===== config.mk =====
export PLATFORM = sky130hd
export DESIGN_NAME = rgb_sinp_decode
export DESIGN_NICKNAME = d
export VERILOG_FILES = /design/src/rtl/rgb_sinp_decode.sv
export SDC_FILE = /design/constraint.sdc
export NUM_CORES = 1
export LEC_CHECK = 0
export CAP_MARGIN = 15
export CORE_MARGIN = 2
export CORE_UTILIZATION = 45
export DETAILED_ROUTE_END_ITERATION = 8
export PLACE_DENSITY = 0.62
export RECOVER_POWER = 50
export SYNTH_ARGS = -nofsm -noshare
export SYNTH_HDL_FRONTEND = slang
export SYNTH_SLANG_ARGS = --single-unit

===== constraint.sdc =====
create_clock -name clk -period 4.7 [get_ports clk]
set_clock_uncertainty 0.1 [all_clocks]
set_input_delay 0.705 -clock clk [delete_from_list [all_inputs] [get_ports clk]]
set_output_delay 0.705 -clock clk [all_outputs]
set_load 0.1 [all_outputs]

===== src/rtl/rgb_sinp_decode.sv =====
`default_nettype none
// ============================================================================
// Module   : rgb_sinp_decode
// Brief    : WS2812B-style input decoder: high-pulse width -> bit, long
//            stable level -> stream reset, each event as a 2-clock strobe.
// Revision : 1.0 - initial release
// ============================================================================
module rgb_sinp_decode #(
  parameter int THRESH_CLKS   = 58,
  parameter int MIN_HIGH_CLKS = 10,
  parameter int RESET_CLKS    = 4800,
  parameter int CW            = 13
) (
  input  logic clk,
  input  logic rst,
  input  logic din,
  output logic strobe,
  output logic sbit_value,
  output logic stream_reset,
  output logic glitch
);

  localparam logic [CW-1:0] C_THRESH   = CW'(THRESH_CLKS);
  localparam logic [CW-1:0] C_MIN_HIGH = CW'(MIN_HIGH_CLKS);
  localparam logic [CW-1:0] C_RST_M2   = CW'(RESET_CLKS - 2);
  localparam logic [CW-1:0] C_ONE      = CW'(1);
  localparam logic [1:0]    C_SETTLED  = 2'd3;

  logic          r_sync1;
  logic          r_din_s;
  logic          r_prev;
  logic [CW-1:0] r_hi_cnt;
  logic [CW-1:0] r_stable_cnt;
  logic          r_reset_sent;
  logic [1:0]    r_settle;
  logic          r_strobe_hold;

  logic w_edge;
  logic w_rise;
  logic w_fall;
  logic w_settled;
  logic w_bit_evt;
  logic w_glitch_evt;
  logic w_rst_evt;

  assign w_edge       = r_din_s ^ r_prev;
  assign w_rise       = w_edge & r_din_s;
  assign w_fall       = w_edge & ~r_din_s;
  assign w_settled    = (r_settle == C_SETTLED);
  assign w_bit_evt    = w_fall & ~r_reset_sent & (r_hi_cnt >= C_MIN_HIGH);
  assign w_glitch_evt = w_fall & ~r_reset_sent & (r_hi_cnt < C_MIN_HIGH);
  assign w_rst_evt    = ~w_edge & ~r_reset_sent & w_settled &
                        (r_stable_cnt == C_RST_M2);

  always_ff @(posedge clk) begin
    if (rst) begin
      r_sync1       <= 1'b0;
      r_din_s       <= 1'b0;
      r_prev        <= 1'b0;
      r_hi_cnt      <= '0;
      r_stable_cnt  <= '0;
      r_reset_sent  <= 1'b0;
      r_settle      <= 2'd0;
      r_strobe_hold <= 1'b0;
      strobe        <= 1'b0;
      sbit_value    <= 1'b0;
      stream_reset  <= 1'b0;
      glitch        <= 1'b0;
    end else begin
      r_sync1 <= din;
      r_din_s <= r_sync1;
      r_prev  <= r_din_s;

      if (!w_settled)
        r_settle <= r_settle + 2'd1;

      if (w_rise)
        r_hi_cnt <= C_ONE;
      else if (r_din_s && !w_edge && !(&r_hi_cnt))
        r_hi_cnt <= r_hi_cnt + C_ONE;

      // Deassertion of rst is treated like a level edge once the
      // synchroniser has filled, so the post-reset stream reset lands
      // at the same offset as one following a real edge.
      if (w_edge || !w_settled)
        r_stable_cnt <= '0;
      else if (!(&r_stable_cnt))
        r_stable_cnt <= r_stable_cnt + C_ONE;

      if (w_edge)
        r_reset_sent <= 1'b0;
      else if (w_rst_evt)
        r_reset_sent <= 1'b1;

      glitch <= w_glitch_evt;

      if (w_bit_evt) begin
        sbit_value    <= (r_hi_cnt >= C_THRESH);
        stream_reset  <= 1'b0;
        strobe        <= 1'b1;
        r_strobe_hold <= 1'b1;
      end else if (w_rst_evt) begin
        stream_reset  <= 1'b1;
        strobe        <= 1'b1;
        r_strobe_hold <= 1'b1;
      end else begin
        strobe        <= r_strobe_hold;
        r_strobe_hold <= 1'b0;
      end
    end
  end

endmodule
`default_nettype wire


---- Word level (Yosys, flattened, before mapping) ----
Cells that the tools add are included.
cells by class
  bitwise operators ....................... 12
  add/sub/neg operators ................... 3
  order comparisons ....................... 3
  reduce and logical (&&, ||, !) cells .... 13
  eq/ne operators ......................... 2
  muxes and demuxes ....................... 6
operators by type and width
  operator                                                             number
  adder 13 x 1 -> 13 bit (second input constant)                       2
  AND reduction 13 bit                                                 2
  == test 13 bit (second input constant)                               1
  greater-or-equal comparator 13 x 4 -> 1 bit (second input constant)  1
  greater-or-equal comparator 13 x 6 -> 1 bit (second input constant)  1
  less-than comparator 13 x 4 -> 1 bit (second input constant)         1
  AND 1 bit                                                            8
  OR reduction 2 bit                                                   4
  2-to-1 mux 1 bit                                                     6
  logical NOT 1 bit                                                    3
  NOT 1 bit                                                            3
  adder 2 x 1 -> 2 bit (second input constant)                         1
  == test 2 bit (second input constant)                                1
  logical AND 1 bit                                                    2
  nonzero test 2 bit                                                   1
  logical OR 1 bit                                                     1
  bitwise XOR 1 bit                                                    1
storage, ports and cells
  output and inout port bits .............. 4
  word-level logic and storage cells ...... 52
  register bits ........................... 37
  input bits .............................. 3

---- Longest topological paths before layout ----
  word-level depth ........................ 7
  depth in mapped cells ................... 6
  gate-level depth less buffers ........... 6

---- Least setup slack after synthesis ----
OpenSTA, ideal clock, no wires.
  path kind ............................... input-to-reg
  start ................................... input port rst
  end ..................................... register r_hi_cnt[2]
  arrival time ............................ 1.658 ns
  path buffers ............................ 2
  stages on the path ...................... 5
  slack ................................... 2.882 ns
  required time ........................... 4.541 ns
  setup time .............................. 0.059 ns
  cell sequence ........................... clkbuf_1 > or2_2 > clkbuf_1 > a311oi_1 > a41o_1
on the way
  cells in the longest elaborated chain, start to end .. 1
RTL lines
  element                              line  RTL
  start, declared                      15    input logic rst,
  OR reduction 2 bit (no source line)  -
  end signal, assigned                 80    r_hi_cnt <= r_hi_cnt + C_ONE;
  end, declared                        32    logic [CW-1:0] r_hi_cnt;
No other way between the ends.
A chain may end at the register's enable or synchronous reset.

---- Final worst setup path ----
  start ................................... register sbit_value
  end ..................................... output port sbit_value
RTL lines
  element                 line  RTL
  start, declared         18    output logic sbit_value,
  start signal, assigned  98    sbit_value <= (r_hi_cnt >= C_THRESH);
No word-level cell between the ends.

==> flow_summary_export.csv <==
group,metric,value,unit
outcome,status,"complete, no violations",
floorplanning,fp.dieArea,4670,sq um
route,first_pass_iters,4,
pwr,sequentialPowerShare,56.1,%
sta,finalSetupTns,0,ns
finish,nNetsFinal,226,
finish,post_route_cells_drive_above_1_share,5.58,%
min_path,hold_path_class,"flop to flop",
clocking,cts_root_buf,"clkbuf_8",
clocking,worst_skew_pair.late_latency,0.29,ns
global_route,grt_use_total,18.4,%
synthesis,ys_seq_area_share,39.8,%
route,drtIter0Drc,87,
clocking,cts.clk_slew.worst_paths,0.07,ns
worst_setup_path,critical_setup_path_kind,"flop to output port",
synthesis,ys_warn_count,0,
route,detail_route.drc_violations,0,
worst_setup_path,worstPathCellList,"clkdlybuf4s50_1",
finish,finalCoreUtilization,50.8,%
synthesis,synth.lib_cells_used.distinct,47,
sta,slew_viol_final,0,
worst_setup_path,startpoint_of_the_worst_slack_reg_to_reg_timing_path,"r_stable_cnt[1]",
placed_design,portBuffers,6,
finish,area.growth.synth_to_final,9.00,%
sta,tightestPinTransition,0.975,ns
worst_setup_path,worstSetupStartpoint,"sbit_value",
min_path,launch_point_of_the_worst_hold_path,"r_sync1",
synthesis,synth_top_flop_cell,"dfxtp_1",
finish,layoutNonFillerInstCount,265,
worst_setup_path,critPathLaunchType,"flop",
synthesis,postSynthNetCount,222,
pwr,power.share.clock,39.0,%
pwr,switching_share_of_total_power,22.6,%
synthesis,synthTopCellsByArea,"dfxtp_1 (40%), ha_1 (5.4%), a21oi_1 (4.0%)",
clocking,cts_tree,"built",
worst_setup_path,crit_family,"buffers and inverters",
sta,timing.final.setup_violations,0,
pwr,power_share_of_the_combinational_group,4.9,%
global_route,grt_pass1_wl,6440,um
sta,timing.final.crit_share,54.9,%
sta,timing.max_slew.rel_slack,34.8,%
worst_setup_path,worst-endpoint-required,3.89,ns
global_route,globalRouteOverflowTotal,0,
sta,post-route-min-period,2.58,ns
clocking,clock_path_buffers,2,
global_route,grt_max_degree,20,
route,antenna_left,0,
pwr,power_switching,0.130,mW
synthesis,synth_edf_count,0,
worst_setup_path,worstPathBufferInverterCount,1,
clocking,tritoncts_num_sinks,37,
synthesis,synthDominantCellAreaShare,39.8,%
floorplanning,die_height,68.3,um
synthesis,synth_seq_cells,37,
floorplanning,die_w,68.3,um
pwr,total_power_of_the_final_layout,0.578,mW
synthesis,synth-async-reset-ratio,0,%
finish,highest_count_cells_in_the_layout_ignoring_fill_and_taps,"dfxtp_1 (37), nor2_1 (15), a21oi_1 (15)",
sta,finalHoldWorstSlack,0.345,ns
floorplanning,placement_rows,23,
placed_design,dpl-instance-area,1940,sq um
clocking,ctsResizeCount,0,
finish,fillerInstances,366,
pwr,power.leakage,0.673,nW
sta,worst_slack,2.12,ns
global_route,grt_antenna_before_repair,0,
synthesis,netlist_instances,211,
global_route,vias_in_the_first_global_route,1444,
pwr,cellPowerDensity,284,nW/um^2
placed_design,place.detailed.instances,257,
finish,register_area,741,sq um
route,detail_route.wirelength,3700,um
sta,rsz0062_at_grt,"no",
floorplanning,ports_placed_on_the_boundary,7,
clocking,cts_hold_buf,0,
worst_setup_path,end_kind,"output port",
clocking,num_cts_buffers,5,
route,detailroute.via_count,1566,
worst_setup_path,worst-path-max-fanout,2,
worst_setup_path,critPathArrivalTime,1.78,ns
synthesis,synth_top_cell_by_area,"dfxtp_1",
clocking,postCtsSetupRepairBufs,0,
finish,layout_commonest_cell,"dfxtp_1",
route,drt-vias-per-instance,5.91,
run,cap_viol_max_count,0,
sta,fmaxAchievable,0.388,GHz
route,wire_per_inst,13.9,um
finish,insertedDiodeCount,0,
floorplanning,start_util,46.6,%
worst_setup_path,max_stage_delay,1.14,ns
synthesis,syn_area,1860,sq um
pwr,power.internal,0.447,mW
floorplanning,core_region_area,4000,sq um
clocking,htree_levels,2,
pwr,ir_drop,0.000253,V
placed_design,gp_routability_congestion,0.825,
finish,final_area,2030,sq um
worst_setup_path,slowest_stage_cell_on_the_critical_path,"clkdlybuf4s50_1",
placed_design,placement.setup.worst_slack,2.06,ns
synthesis,mean_cell_area_of_the_mapped_netlist,8.83,sq um
finish,multi_input_comb_area,1040,sq um
placed_design,post-dp-hpwl,2580,um
sta,hold_viol,0,
-- state kept, by name (all words and copies together), names as in the netlist --
| name | count |
|---|---|
| r_hi_cnt | 13 |
| r_stable_cnt | 13 |
| r_settle | 2 |
| glitch | 1 |
| r_din_s | 1 |
| r_prev | 1 |
| r_reset_sent | 1 |
| r_strobe_hold | 1 |
| r_sync1 | 1 |
| sbit_value | 1 |
| stream_reset | 1 |
| strobe | 1 |
-- Yosys cell counts, drive strengths merged, types with 5 or more instances --
| cell type | instances |
|---|---|
| a311oi | 5 |
| nand2 | 14 |
| clkbuf | 6 |
| nand3 | 9 |
| o21ai | 6 |
| nor2 | 15 |
| nor3 | 7 |
| mux2i | 7 |
| or3 | 6 |
| inv | 9 |
| a21oi | 15 |
| nand4 | 13 |
| ha | 8 |
| nand2b | 5 |
| dfxtp | 37 |
-- layer usage --
| layer | GRT usage, % | share of wire, % | wire [um] | vias up |
|---|---|---|---|---|
| met4 | 7.25 | 0.92 | 34 | 0 |
| met1 | 24.5 | 50 | 1840 | 744 |
| met3 | 4.44 | 4.2 | 157 | 4 |
| met5 | 0 | 0 | 0 | - |
| li1 | - | - | - | 790 |
| met2 | 28.6 | 45 | 1660 | 28 |
-- path summary, 6_finish.rpt --
kind,endpoint,slack (ns),cells after the start
worst max-delay path,sbit_value,2.12,1
worst min register to register,r_din_s,0.34,1
worst min-delay path,r_din_s,0.34,1
worst max register to register,r_stable_cnt[0],2.56,6
-- cell type report --
type / count / share of cell area (%)
Clock inverter: 1 / 0.370
Sequential cell: 37 / 36.5
Tap cell: 50 / 3.08
Inverter: 9 / 1.66
Clock buffer: 6 / 4.07
Multi-Input combinational cell: 155 / 51.0
Timing Repair Buffer: 7 / 3.33
-- kinds of logic after synthesis --
kind of cell | synth area share, %
simple gates | 27.9
compound gates | 16.5
flops | 39.8
buf+inv | 4.36
fa+ha+maj | 5.37
mux | 3.76
xor+xnor | 2.35
-- power by group through the flow --
stage,clock (mW),combinational (mW),sequential (mW)
6_report,0.225,0.0282,0.324
4_1_cts,0.233,0.0291,0.324
2_1_floorplan,0,0.0219,0.331
3_3_place_gp,0,0.0272,0.331
5_1_grt,0.247,0.0326,0.324
3_5_place_dp,0,0.0291,0.331
(Power assumes the default switching activity.)
